<file path="src/rtl/muldiv_unit.sv">
// ---------------------------------------------------------------------------------------------
// muldiv_unit: iterative multiply/divide unit holding the architectural HI/LO registers.
//
// Operands come straight from the register file read ports. One operation runs at a time:
// an accept edge, WIDTH iteration edges, and a finish edge that writes HI/LO and pulses done.
//
// Ports:
//   clk    - system clock, all state updates on the rising edge
//   rst_n  - synchronous active-low reset
//   start  - request a new operation, sampled only while idle
//   op     - 00 MULT, 01 MULTU, 10 DIV, 11 DIVU
//   a, b   - operand 1 (multiplicand / dividend), operand 2 (multiplier / divisor)
//   hi_we  - MTHI write enable (ignored while an operation is in flight)
//   lo_we  - MTLO write enable (ignored while an operation is in flight)
//   wdata  - MTHI/MTLO data
//   busy   - high while an operation is in progress
//   done   - one-cycle pulse on the cycle HI/LO first hold a new result
//   hi, lo - HI/LO registers (MULT: upper/lower product, DIV: remainder/quotient)
// ---------------------------------------------------------------------------------------------
module muldiv_unit #(
  parameter int unsigned WIDTH = 32,
  parameter int unsigned CNT_W = 6
) (
  input  logic             clk,
  input  logic             rst_n,
  input  logic             start,
  input  logic [1:0]       op,
  input  logic [WIDTH-1:0] a,
  input  logic [WIDTH-1:0] b,
  input  logic             hi_we,
  input  logic             lo_we,
  input  logic [WIDTH-1:0] wdata,
  output logic             busy,
  output logic             done,
  output logic [WIDTH-1:0] hi,
  output logic [WIDTH-1:0] lo
);

  localparam logic [1:0] StIdle   = 2'd0;
  localparam logic [1:0] StRun    = 2'd1;
  localparam logic [1:0] StFinish = 2'd2;

  // ---------------------------------------------------------------------------
  // State
  // ---------------------------------------------------------------------------
  logic [1:0]         state_q, state_d;
  logic [1:0]         op_q, op_d;
  logic               sign_a_q, sign_a_d;
  logic               sign_b_q, sign_b_d;
  logic [CNT_W-1:0]   cnt_q, cnt_d;
  // Multiply: {upper product, multiplier shifting out}.
  // Divide:   {partial remainder, dividend shifting out / quotient shifting in}.
  logic [2*WIDTH-1:0] acc_q, acc_d;
  // Multiplicand for multiply, divisor for divide (magnitudes).
  logic [WIDTH-1:0]   opnd_q, opnd_d;
  // Dividend as presented, returned in HI on divide by zero.
  logic [WIDTH-1:0]   a_raw_q, a_raw_d;
  logic [WIDTH-1:0]   hi_q, hi_d;
  logic [WIDTH-1:0]   lo_q, lo_d;
  logic               done_q, done_d;

  // ---------------------------------------------------------------------------
  // Operand preparation at accept time
  // ---------------------------------------------------------------------------
  logic             in_signed;
  logic             a_neg_in, b_neg_in;
  logic [WIDTH-1:0] a_abs, b_abs;

  // op[0] = 1 selects the unsigned variant.
  assign in_signed = ~op[0];
  assign a_neg_in  = in_signed & a[WIDTH-1];
  assign b_neg_in  = in_signed & b[WIDTH-1];
  // The most-negative value maps onto itself, which reads correctly as an unsigned magnitude.
  assign a_abs     = a_neg_in ? -a : a;
  assign b_abs     = b_neg_in ? -b : b;

  // ---------------------------------------------------------------------------
  // Iteration datapath
  // ---------------------------------------------------------------------------
  logic               is_div, is_signed;
  logic [WIDTH-1:0]   mul_addend;
  logic [WIDTH:0]     mul_sum;
  logic [2*WIDTH-1:0] mul_next;
  logic [WIDTH:0]     div_shift;
  logic [WIDTH:0]     div_diff;
  logic               div_ge;
  logic [2*WIDTH-1:0] div_next;

  assign is_div    = op_q[1];
  assign is_signed = ~op_q[0];

  // Shift-add: add the multiplicand into the upper half when the current multiplier bit is set,
  // then shift the whole accumulator right, keeping the carry as the new top bit.
  assign mul_addend = acc_q[0] ? opnd_q : '0;
  assign mul_sum    = {1'b0, acc_q[2*WIDTH-1:WIDTH]} + {1'b0, mul_addend};
  assign mul_next   = {mul_sum, acc_q[WIDTH-1:1]};

  // Restoring divide: shift the next dividend bit into the remainder; the extra guard bit keeps
  // the shifted remainder exact before the trial subtraction.
  assign div_shift = {acc_q[2*WIDTH-1:WIDTH], acc_q[WIDTH-1]};
  assign div_diff  = div_shift - {1'b0, opnd_q};
  assign div_ge    = div_shift >= {1'b0, opnd_q};
  assign div_next  = div_ge ? {div_diff[WIDTH-1:0], acc_q[WIDTH-2:0], 1'b1}
                            : {div_shift[WIDTH-1:0], acc_q[WIDTH-2:0], 1'b0};

  // ---------------------------------------------------------------------------
  // Result sign correction
  // ---------------------------------------------------------------------------
  logic               signs_differ;
  logic [2*WIDTH-1:0] mul_res;
  logic [WIDTH-1:0]   quo_raw, rem_raw;
  logic [WIDTH-1:0]   quo_res, rem_res;
  logic               div_by_zero;

  assign signs_differ = is_signed & (sign_a_q ^ sign_b_q);
  assign mul_res      = signs_differ ? -acc_q : acc_q;
  assign quo_raw      = acc_q[WIDTH-1:0];
  assign rem_raw      = acc_q[2*WIDTH-1:WIDTH];
  // Most-negative / -1 yields a magnitude of 2^(WIDTH-1); negating it wraps back onto itself.
  assign quo_res      = signs_differ ? -quo_raw : quo_raw;
  // Remainder follows the dividend's sign.
  assign rem_res      = (is_signed & sign_a_q) ? -rem_raw : rem_raw;
  assign div_by_zero  = (opnd_q == '0);

  // ---------------------------------------------------------------------------
  // Next-state logic
  // ---------------------------------------------------------------------------
  always_comb begin
    state_d  = state_q;
    op_d     = op_q;
    sign_a_d = sign_a_q;
    sign_b_d = sign_b_q;
    cnt_d    = cnt_q;
    acc_d    = acc_q;
    opnd_d   = opnd_q;
    a_raw_d  = a_raw_q;
    hi_d     = hi_q;
    lo_d     = lo_q;
    done_d   = 1'b0;

    case (state_q)
      StIdle: begin
        // MTHI/MTLO land on this edge even when an operation is accepted alongside; the
        // operation's result overwrites them later.
        if (hi_we) hi_d = wdata;
        if (lo_we) lo_d = wdata;
        if (start) begin
          op_d     = op;
          sign_a_d = a_neg_in;
          sign_b_d = b_neg_in;
          a_raw_d  = a;
          cnt_d    = CNT_W'(WIDTH);
          state_d  = StRun;
          if (op[1]) begin
            acc_d  = {{WIDTH{1'b0}}, a_abs};
            opnd_d = b_abs;
          end else begin
            acc_d  = {{WIDTH{1'b0}}, b_abs};
            opnd_d = a_abs;
          end
        end
      end

      StRun: begin
        acc_d = is_div ? div_next : mul_next;
        cnt_d = cnt_q - 1'b1;
        if (cnt_q == CNT_W'(1)) state_d = StFinish;
      end

      StFinish: begin
        if (!is_div) begin
          hi_d = mul_res[2*WIDTH-1:WIDTH];
          lo_d = mul_res[WIDTH-1:0];
        end else if (div_by_zero) begin
          hi_d = a_raw_q;
          lo_d = '1;
        end else begin
          hi_d = rem_res;
          lo_d = quo_res;
        end
        done_d  = 1'b1;
        state_d = StIdle;
      end

      default: begin
        state_d = StIdle;
      end
    endcase
  end

  // ---------------------------------------------------------------------------
  // Registers
  // ---------------------------------------------------------------------------
  always_ff @(posedge clk) begin
    if (!rst_n) begin
      state_q  <= StIdle;
      op_q     <= 2'b00;
      sign_a_q <= 1'b0;
      sign_b_q <= 1'b0;
      cnt_q    <= '0;
      acc_q    <= '0;
      opnd_q   <= '0;
      a_raw_q  <= '0;
      hi_q     <= '0;
      lo_q     <= '0;
      done_q   <= 1'b0;
    end else begin
      state_q  <= state_d;
      op_q     <= op_d;
      sign_a_q <= sign_a_d;
      sign_b_q <= sign_b_d;
      cnt_q    <= cnt_d;
      acc_q    <= acc_d;
      opnd_q   <= opnd_d;
      a_raw_q  <= a_raw_d;
      hi_q     <= hi_d;
      lo_q     <= lo_d;
      done_q   <= done_d;
    end
  end

  // ---------------------------------------------------------------------------
  // Outputs
  // ---------------------------------------------------------------------------
  assign busy = (state_q != StIdle);
  assign done = done_q;
  assign hi   = hi_q;
  assign lo   = lo_q;

endmodule

</file>
<file path="config.mk">
export PLATFORM = sky130hd
export DESIGN_NAME = muldiv_unit
export DESIGN_NICKNAME = d
export VERILOG_FILES = /design/src/rtl/muldiv_unit.sv
export SDC_FILE = /design/constraint.sdc
export NUM_CORES = 1
export LEC_CHECK = 0
export CORE_MARGIN = 8
export CORE_UTILIZATION = 48
export CTS_CLUSTER_SIZE = 28
export DETAILED_ROUTE_END_ITERATION = 8
export DONT_BUFFER_PORTS = 1
export PLACE_DENSITY_LB_ADDON = 0.05
export SLEW_MARGIN = 10
export SYNTH_ARGS = -nofsm -noshare
export SYNTH_HDL_FRONTEND = slang
export SYNTH_SLANG_ARGS = --single-unit
</file>
<file path="constraint.sdc">
create_clock -name clk -period 4.06 [get_ports clk]
set_clock_uncertainty 0.05 [all_clocks]
set_input_delay 0.609 -clock clk [delete_from_list [all_inputs] [get_ports clk]]
set_output_delay 0.609 -clock clk [all_outputs]
set_load 0.03 [all_outputs]
</file>
---- Yosys cells after proc, flatten, opt, wreduce, memory -nomap -nowiden ----
Cells that the tools add are included.
storage, ports and cells
  memories ................................ 0
  ROM bits ................................ 0
  RAM bits ................................ 0
  bits in latches ......................... 0
  logic and storage cells ................. 70
  input bits .............................. 103
  register bits after elaboration ......... 205
  output and inout port bits .............. 66
operators by class
  bitwise logic cells ..................... 7
  div/mod/pow operators ................... 0
  multiply operators ...................... 0
  add/sub/neg operators ................... 8
  shifts and indexed selects .............. 0
  equality and inequality tests ........... 7
  order comparisons ....................... 1
  muxes and demuxes ....................... 26
  reduce and logical (&&, ||, !) cells .... 10
operator list
  cell                                                                count
  32-bit two-way mux                                                  13
  64-bit two-way mux                                                  4
  32-bit negator                                                      4
  32-bit one-hot mux with 2 select lines                              2
  64-bit one-hot mux with 2 select lines                              1
  64-bit negator                                                      1
  32-bit by 32-bit adder with 33-bit output                           1
  33-bit by 32-bit >= comparator with 1-bit output                    1
  32-bit logical NOT                                                  1
  32-bit subtractor                                                   1
  6-bit one-hot mux with 2 select lines                               1
  2-bit AND reduction                                                 5
  2-bit inequality test, second input constant                        4
  6-bit by 1-bit == test with 1-bit output, second input constant     1
  6-bit two-way mux                                                   1
  2-bit nonzero test                                                  3
  6-bit by 1-bit subtractor with 6-bit output, second input constant  1
  1-bit bitwise AND                                                   4
  2-bit two-way mux                                                   2
  2-bit one-hot mux with 2 select lines                               1
  2-bit by 1-bit == test with 1-bit output, second input constant     1
  2-bit == test, second input constant                                1
  2-bit logical NOT                                                   1
  1-bit NOT                                                           2
  other kinds (2)                                                     2

---- Logic depth before layout (Yosys ltp) ----
Gate-level depths: netlist (run 1).
  depth in word-level cells ............... 6
  mapped depth ............................ 14
  depth with buffers taken out ............ 13

---- Worst setup path before layout (run 1) ----
OpenSTA, ideal clock, no wires.
  kind .................................... reg-to-reg
  from .................................... reg acc_q[0]
  to ...................................... reg acc_q[56]
  buffers on the path ..................... 1
  setup time .............................. 87 ps
  arrival ................................. 3,180 ps
  setup slack ............................. 742 ps
  cell stages (with the launch flop) ...... 14
  data required time ...................... 3,923 ps
  period minus slack after synthesis ...... 3,318 ps
  cell sequence ........................... dfxtp_1 -> inv_1 -> clkbuf_1 -> nor2_1 -> ha_1 -> and4_1 -> a21o_1 -> a211oi_2 -> o31ai_1 -> or2_1 -> a311o_1 -> a21oi_1 -> mux2_1 -> o31ai_1
between the ends
  word-level cells in the longest chain between the ends .. 4
RTL lines
  what                                       RTL line  RTL
  start: declaration                         53        logic [2*WIDTH-1:0] acc_q, acc_d;
  start signal: assignment                   201       acc_q <= '0;
  start signal: assignment                   213       acc_q <= acc_d;
  32-bit two-way mux                         94        assign mul_addend = acc_q[0] ? opnd_q : '0;
  32-bit by 32-bit adder with 33-bit output  95        assign mul_sum = {1'b0, acc_q[2*WIDTH-1:WIDTH]} + {1'b0, mul_addend};
  64-bit two-way mux                         165       acc_d = is_div ? div_next : mul_next;
  64-bit one-hot mux with 2 select lines     141       case (state_q)
Every way passes these cells.
A chain may end at the register's enable or synchronous reset.

---- Worst setup path in the final report (run 1) ----
  from .................................... reg acc_q[31]
  to ...................................... reg acc_q[60]
between the ends
  word-level cells in the longest chain between the ends .. 4
  elaborated cells on any way between the ends .. 5
  those cells by class .................... add/sub (1); order compare (1); mux (3)
RTL lines
  what                                                                                          RTL line  RTL
  32-bit subtractor / 33-bit by 32-bit >= comparator with 1-bit output (equally long branches)  101, 102
  64-bit two-way mux (*)                                                                        103       assign div_next = div_ge ? {div_diff[WIDTH-1:0], acc_q[WIDTH-2:0], 1'b1}
  64-bit two-way mux (*)                                                                        165
  64-bit one-hot mux with 2 select lines (*)                                                    141
Mark *: on every way between the ends. The rest lies on a longest branch, timed or not.

==> results of run 1 <==
==> state kept, by name, summed over array words and instances (netlist names) <==
name      flops
opnd_q       32
hi           32
cnt_q         6
sign_b_q      1
state_q       2
sign_a_q      1
acc_q        64
a_raw_q      32
done          1
lo           32
op_q          2
==> synthesized netlist by cell type (all sizes together), types with 12 or more instances <==
master,instances,share of area (%)
o221ai,41,2.1
o31ai,21,0.99
nor4,30,1.4
nand2,281,6.2
nand3,55,1.6
o21ai,155,4.6
xnor2,101,5.2
nand4,26,0.99
nor2,217,4.8
dfxtp,205,24
mux2i,46,2.7
or4,12,0.62
a221oi,13,0.71
nor3,49,1.6
ha,70,5.1
and3,17,0.63
buf,35,1.0
or3,19,0.70
inv,74,1.6
and2,20,0.74
a21o,33,1.5
a31oi,27,1.1
a21oi,278,8.2
a211oi,48,2.2
xor2,92,4.7
nand2b,18,0.66
nor2b,20,0.74
clkbuf,161,3.6
o22ai,12,0.44
o211ai,43,1.9
==> worst reg2reg max path: cells and delay by family, from the launching register on <==
kind	cells	cell delay (ps)
adder cells (fa/ha/maj)	2	580
multiplexers	1	140
flip-flops	1	370
AO/OA/AOI/OAI	8	2270
buffers and inverters	2	190
==> cell families (layout without fill, tap and decap cells) <==
group                      count (synthesis)  after routing
and+or+nand+nor                          796            796
adders and majority gates                 72             72
muxes                                     55             55
AOI/OAI and AO/OA                        772            772
xor gates and xnor gates                 193            193
buffers and inverters                    271            198
DFF                                      205            205
==> worst paths after layout <==
kind	cells past startpoint	startpoint	slack [ps]	end
worst min register to register	2	a_raw_q[23]	410	a_raw_q[23]
worst min-delay path	2	a[24]	130	a_raw_q[24]
worst max register to register	13	acc_q[31]	350	acc_q[60]
worst max-delay path	13	acc_q[31]	350	acc_q[60]
==> power breakdown <==
part | internal (mW) | total, mW | switching (mW)
Combinational | 0.826 | 2.30 | 1.48
Clock | 1.37 | 2.36 | 0.986
Sequential | 2.17 | 2.47 | 0.298
Total | 4.37 | 7.13 | 2.76
==> per-layer routing <==
metal  GRT usage, %  share of wire (%)
met5              0                  0
met3          8.004                 11
met2          48.40                 42
met1          47.25                 45
met4          7.791                2.5
==> through the flow <==
stage	util (%)	instance area (µm²)	hold slack (ps)	std cells	total power, mW
final	52.02	18330	133.0	2752	7.132
after global routing	52.02	18330	124.5	2752	7.429
after CTS	52.02	18330	118.6	2752	7.085
after detailed placement	49.63	17480	400.8	2707	4.742
after global placement	49.63	17480	392.2	2707	4.734
after floorplan	-	17010	383.2	2364	4.014
==> final cells by class <==
class	count	area (µm²)	area share, %
Timing Repair Buffer	78	635.6	3.469
Sequential cell	205	4108	22.42
Clock buffer	35	723.2	3.946
Clock inverter	10	121.4	0.6623
Inverter	75	284.0	1.550
Tap cell	461	576.8	3.148
Multi-Input combinational cell	1888	11880	64.81
==> flow_summary.json, run 1 <==
{
  "setup_ws_ps": 345.3,
  "fin_crit_sh_pct": 91.50,
  "hold_path_class": "primary input to flip-flop",
  "max_stage_delay_ps": 520,
  "initial_core_util_pct": 48.29,
  "grt_start_max_net_pins": 130,
  "nNetsFinal": 2448,
  "area_growth_pct": 7.723,
  "synth_warnings": 0,
  "grt_overflow_total": 0,
  "worstMarginPinSlew_ps": 1082,
  "io_pins": 169,
  "remaining_drc_errors": 0,
  "synth_compound_area_share_pct": 28.91,
  "final_common_cell": "nand2_1",
  "n_antenna_cell": 0,
  "grt_pass1_vias": 16400,
  "grt_pass1_wl_um": 106100,
  "synthCells": 2364,
  "place_congestion": 0.9796,
  "status": "complete, no violations",
  "cts_max_path_buffers": 3,
  "synthAdderAreaFrac_pct": 5.384,
  "dieArea_um2": 41720,
  "drt_iter0_markers": 1996,
  "clock_sinks": 205,
  "critPathLaunchType": "flip-flop",
  "synthMuxAreaShare_pct": 3.302,
  "finalHoldViolCount": 0,
  "setup-violations-final": 0,
  "num_rows": 69,
  "yosysSeqAreaShare_pct": 24.12,
  "crit_path_end_kind": "flip-flop",
  "maxCapViolCount": 0,
  "antenna_left": 0,
  "path_delay_family": "compound AO/OA/AOI/OAI gates",
  "crit_fanout": 6,
  "ys.flop_type": "dfxtp_1",
  "cp.arrival_ps": 4100,
  "wl_per_cell_um": 25.93,
  "post-cts-setup-buffers": 0,
  "slew-limit-headroom_pct": 27.61,
  "worst-path-buf-inv": 2,
  "cts_tree": "done",
  "clk_latency_ps": 570,
  "firstDrtPassIters": 8,
  "cts-resized-gates": 0,
  "layout-drive-gt1-share_pct": 7.682,
  "htreeDepth": 1,
  "synth-async-reset-ratio_pct": 0,
  "ir_drop_v": 0.0003325,
  "coreArea_um2": 35220,
  "die_h_um": 204.3,
  "max_freq_ghz": 0.2692,
  "io_buffers": 0,
  "dp_hpwl_um": 55480,
  "power_leakage_nw": 7.183,
  "nFillCells": 3519,
  "synth_cell_type_count": 88,
  "synth-seq-cells": 205,
  "period_minus_slack_ps": 3715,
  "layout_common_cells": "280 x nand2_1, 277 x a21oi_1, 214 x nor2_1",
  "worstSetupPathType": "flip-flop to flip-flop",
  "cpMaxStageDelayCell": "a2111oi_0",
  "numCtsBuffers": 25,
  "yosys.area_share.simple_pct": 22.12,
  "dp_slack_ps": 398.4,
  "postRouteWirelength_um": 71370,
  "antenna_found_initial": 1,
  "fin_tns_setup_ps": 0,
  "grt_usage_pct": 32.83,
  "timing.critical_path.required_ps": 4440,
  "slew_violations": 0,
  "vias": 17810,
  "viasPerCell": 6.471,
  "path_cells": "inv_1 -> ha_1 -> inv_1 -> fa_1 -> a21o_1 -> a311o_1 -> o211ai_1 -> a32oi_1 -> a21o_1 -> a211o_1 -> mux2i_1 -> a2111oi_0 -> o31ai_1",
  "die_w_um": 204.3,
  "syn_nets": 2539,
  "synth_area_per_cell_um2": 7.196,
  "synth_xor_area_share_pct": 9.937,
  "path_clk_slew_ps": 60,
  "power_density_nw_per_um2": 389.2,
  "synth_top_family_by_area": "compound AO/OA/AOI/OAI gates",
  "root_buffer": "clkbuf_16",
  "rsz0062_at_grt": "false",
  "holdBufCountCts": 0,
  "synthesis.area_um2": 17010,
  "synth_edf_count": 0
}
No activity file was read; power rests on OpenSTA's default activity.
==> run 2: changes to the inputs <==
--- a/config.mk
+++ b/config.mk
@@ -10,7 +10,7 @@
 export CTS_CLUSTER_SIZE = 28
 export DETAILED_ROUTE_END_ITERATION = 8
 export DONT_BUFFER_PORTS = 1
-export PLACE_DENSITY_LB_ADDON = 0.05
+export MAX_ROUTING_LAYER = met4
 export SLEW_MARGIN = 10
 export SYNTH_ARGS = -nofsm -noshare
 export SYNTH_HDL_FRONTEND = slang
==> run 2 against run 1 <==
Against the previous run:
- critical path depth unchanged
- die area unchanged
- cell count decreased by 0.40%
- critical endpoint unchanged
==> flow_summary.json, run 2 (synthesized netlist as in run 1, its figures left out) <==
{
  "fin_tns_setup_ps": 0,
  "rsz0062_at_grt": "false",
  "vias": 17700,
  "slew-limit-headroom_pct": 33.50,
  "clock_sinks": 205,
  "detailed_place.area_um2": 17420,
  "worstSetupPathType": "flip-flop to flip-flop",
  "final_common_cell": "nand2_1",
  "grt_pass1_vias": 16310,
  "largest_register_ffs": 64,
  "area_growth_pct": 6.973,
  "die_w_um": 204.3,
  "drt_iter0_markers": 1860,
  "grt_overflow_total": 0,
  "period_minus_slack_ps": 3916,
  "layout-drive-gt1-share_pct": 6.977,
  "cts_max_path_buffers": 3,
  "max_freq_ghz": 0.2554,
  "root_buffer": "clkbuf_16",
  "wl_per_cell_um": 25.68,
  "ir_drop_v": 0.0003803,
  "power_density_nw_per_um2": 379.7,
  "dp_hpwl_um": 55190,
  "remaining_drc_errors": 0,
  "cp.arrival_ps": 4270,
  "critPathLaunchType": "flip-flop",
  "fin_crit_sh_pct": 96.46,
  "dieArea_um2": 41720,
  "maxCapViolCount": 0,
  "htreeDepth": 1,
  "place_congestion": 0.9917,
  "holdBufCountCts": 0,
  "post-cts-setup-buffers": 0,
  "crit_start": "acc_q[31]",
  "regArea_um2": 4108,
  "final_cell_area_um2": 18200,
  "setup-violations-final": 0,
  "crit_path_end_kind": "flip-flop",
  "crit_fanout": 6,
  "slew_violations": 0,
  "hold_path_class": "primary input to flip-flop",
  "antenna_left": 0,
  "coreArea_um2": 35220,
  "postRouteWirelength_um": 70390,
  "firstDrtPassIters": 6,
  "viasPerCell": 6.458,
  "grt_pass1_wl_um": 103900,
  "top_register": "acc_q",
  "nFillCells": 3555,
  "grt_usage_pct": 33.21,
  "finalHoldViolCount": 0,
  "initial_core_util_pct": 48.29,
  "r2r-start": "acc_q[31]",
  "worstMarginPinSlew_ps": 997.6,
  "antenna_found_initial": 1,
  "numCtsBuffers": 25,
  "status": "complete, no violations",
  "cts_tree": "done",
  "die_h_um": 204.3,
  "clk_latency_ps": 560,
  "layout_common_cells": "280 x nand2_1, 277 x a21oi_1, 214 x nor2_1",
  "timing.critical_path.required_ps": 4410,
  "nNetsFinal": 2437,
  "grt_start_max_net_pins": 130,
  "num_rows": 69,
  "min_from": "a[11]",
  "path_clk_slew_ps": 60,
  "io_buffers": 0,
  "multi_input_area_um2": 11880,
  "power_leakage_nw": 7.092,
  "io_pins": 169
}
-- run 2: where the power goes --
part | switching [mW] | internal [mW]
Sequential | 0.317 | 2.17
Clock | 0.932 | 1.25
Combinational | 1.42 | 0.820
Total | 2.67 | 4.24
-- run 2: what timing repair did --
item	CTS	global route
gates resized for setup	0	1
setup endpoints to repair	0	1
hold endpoints to repair	0	0
-- run 2: layout make-up --
| cell class | instances | area share (%) |
|---|---|---|
| inverters | 75 | 1.561 |
| flip-flops and latches | 205 | 22.57 |
| diodes | 1 | 0.01375 |
| clock inverters | 7 | 0.3850 |
| clock buffers | 37 | 3.850 |
| multi-input cells | 1888 | 65.27 |
| well taps | 461 | 3.170 |
| repair buffers | 67 | 3.177 |
-- run 2: through the flow --
step	total power [mW]	std cells	hold WS, ps	utilization, %	setup WS, ps
global placement	4.681	2696	395.8	49.46	159.5
CTS	6.866	2740	109.9	51.65	121.0
floorplan	4.014	2364	383.2	-	742.3
finish	6.909	2741	131.4	51.66	143.8
global route	7.212	2741	116.3	51.66	18.66
detailed placement	4.690	2696	403.3	49.46	139.5
-- run 2: worst paths after layout --
path / endpoint / cells past startpoint / slack, ps
min: a_raw_q[11] / 2 / 130
max reg2reg: acc_q[60] / 13 / 140
min reg2reg: a_raw_q[11] / 2 / 410
max: acc_q[60] / 13 / 140
-- run 2: critical path, cell delays in order (launching register included) --
cell and delay, ps:
dfxtp_1 410, inv_1 150, ha_1 180, inv_1 50, fa_1 400, a21o_1 200, a311o_1 360, o211ai_1 120
a32oi_1 250, a21o_1 270, a211o_1 310, mux2i_1 130, a2111oi_1 730, o31ai_1 140
-- run 2: per-layer routing --
metal / vias to the layer above / part of all wire (%) / global-route usage, %
met1: 8343 / 44 / 45.47
li1: 8322 / - / -
met4: 0 / 3.7 / 10.90
met5: - / 0 / -
met2: 914 / 40 / 45.72
met3: 122 / 12 / 10.03
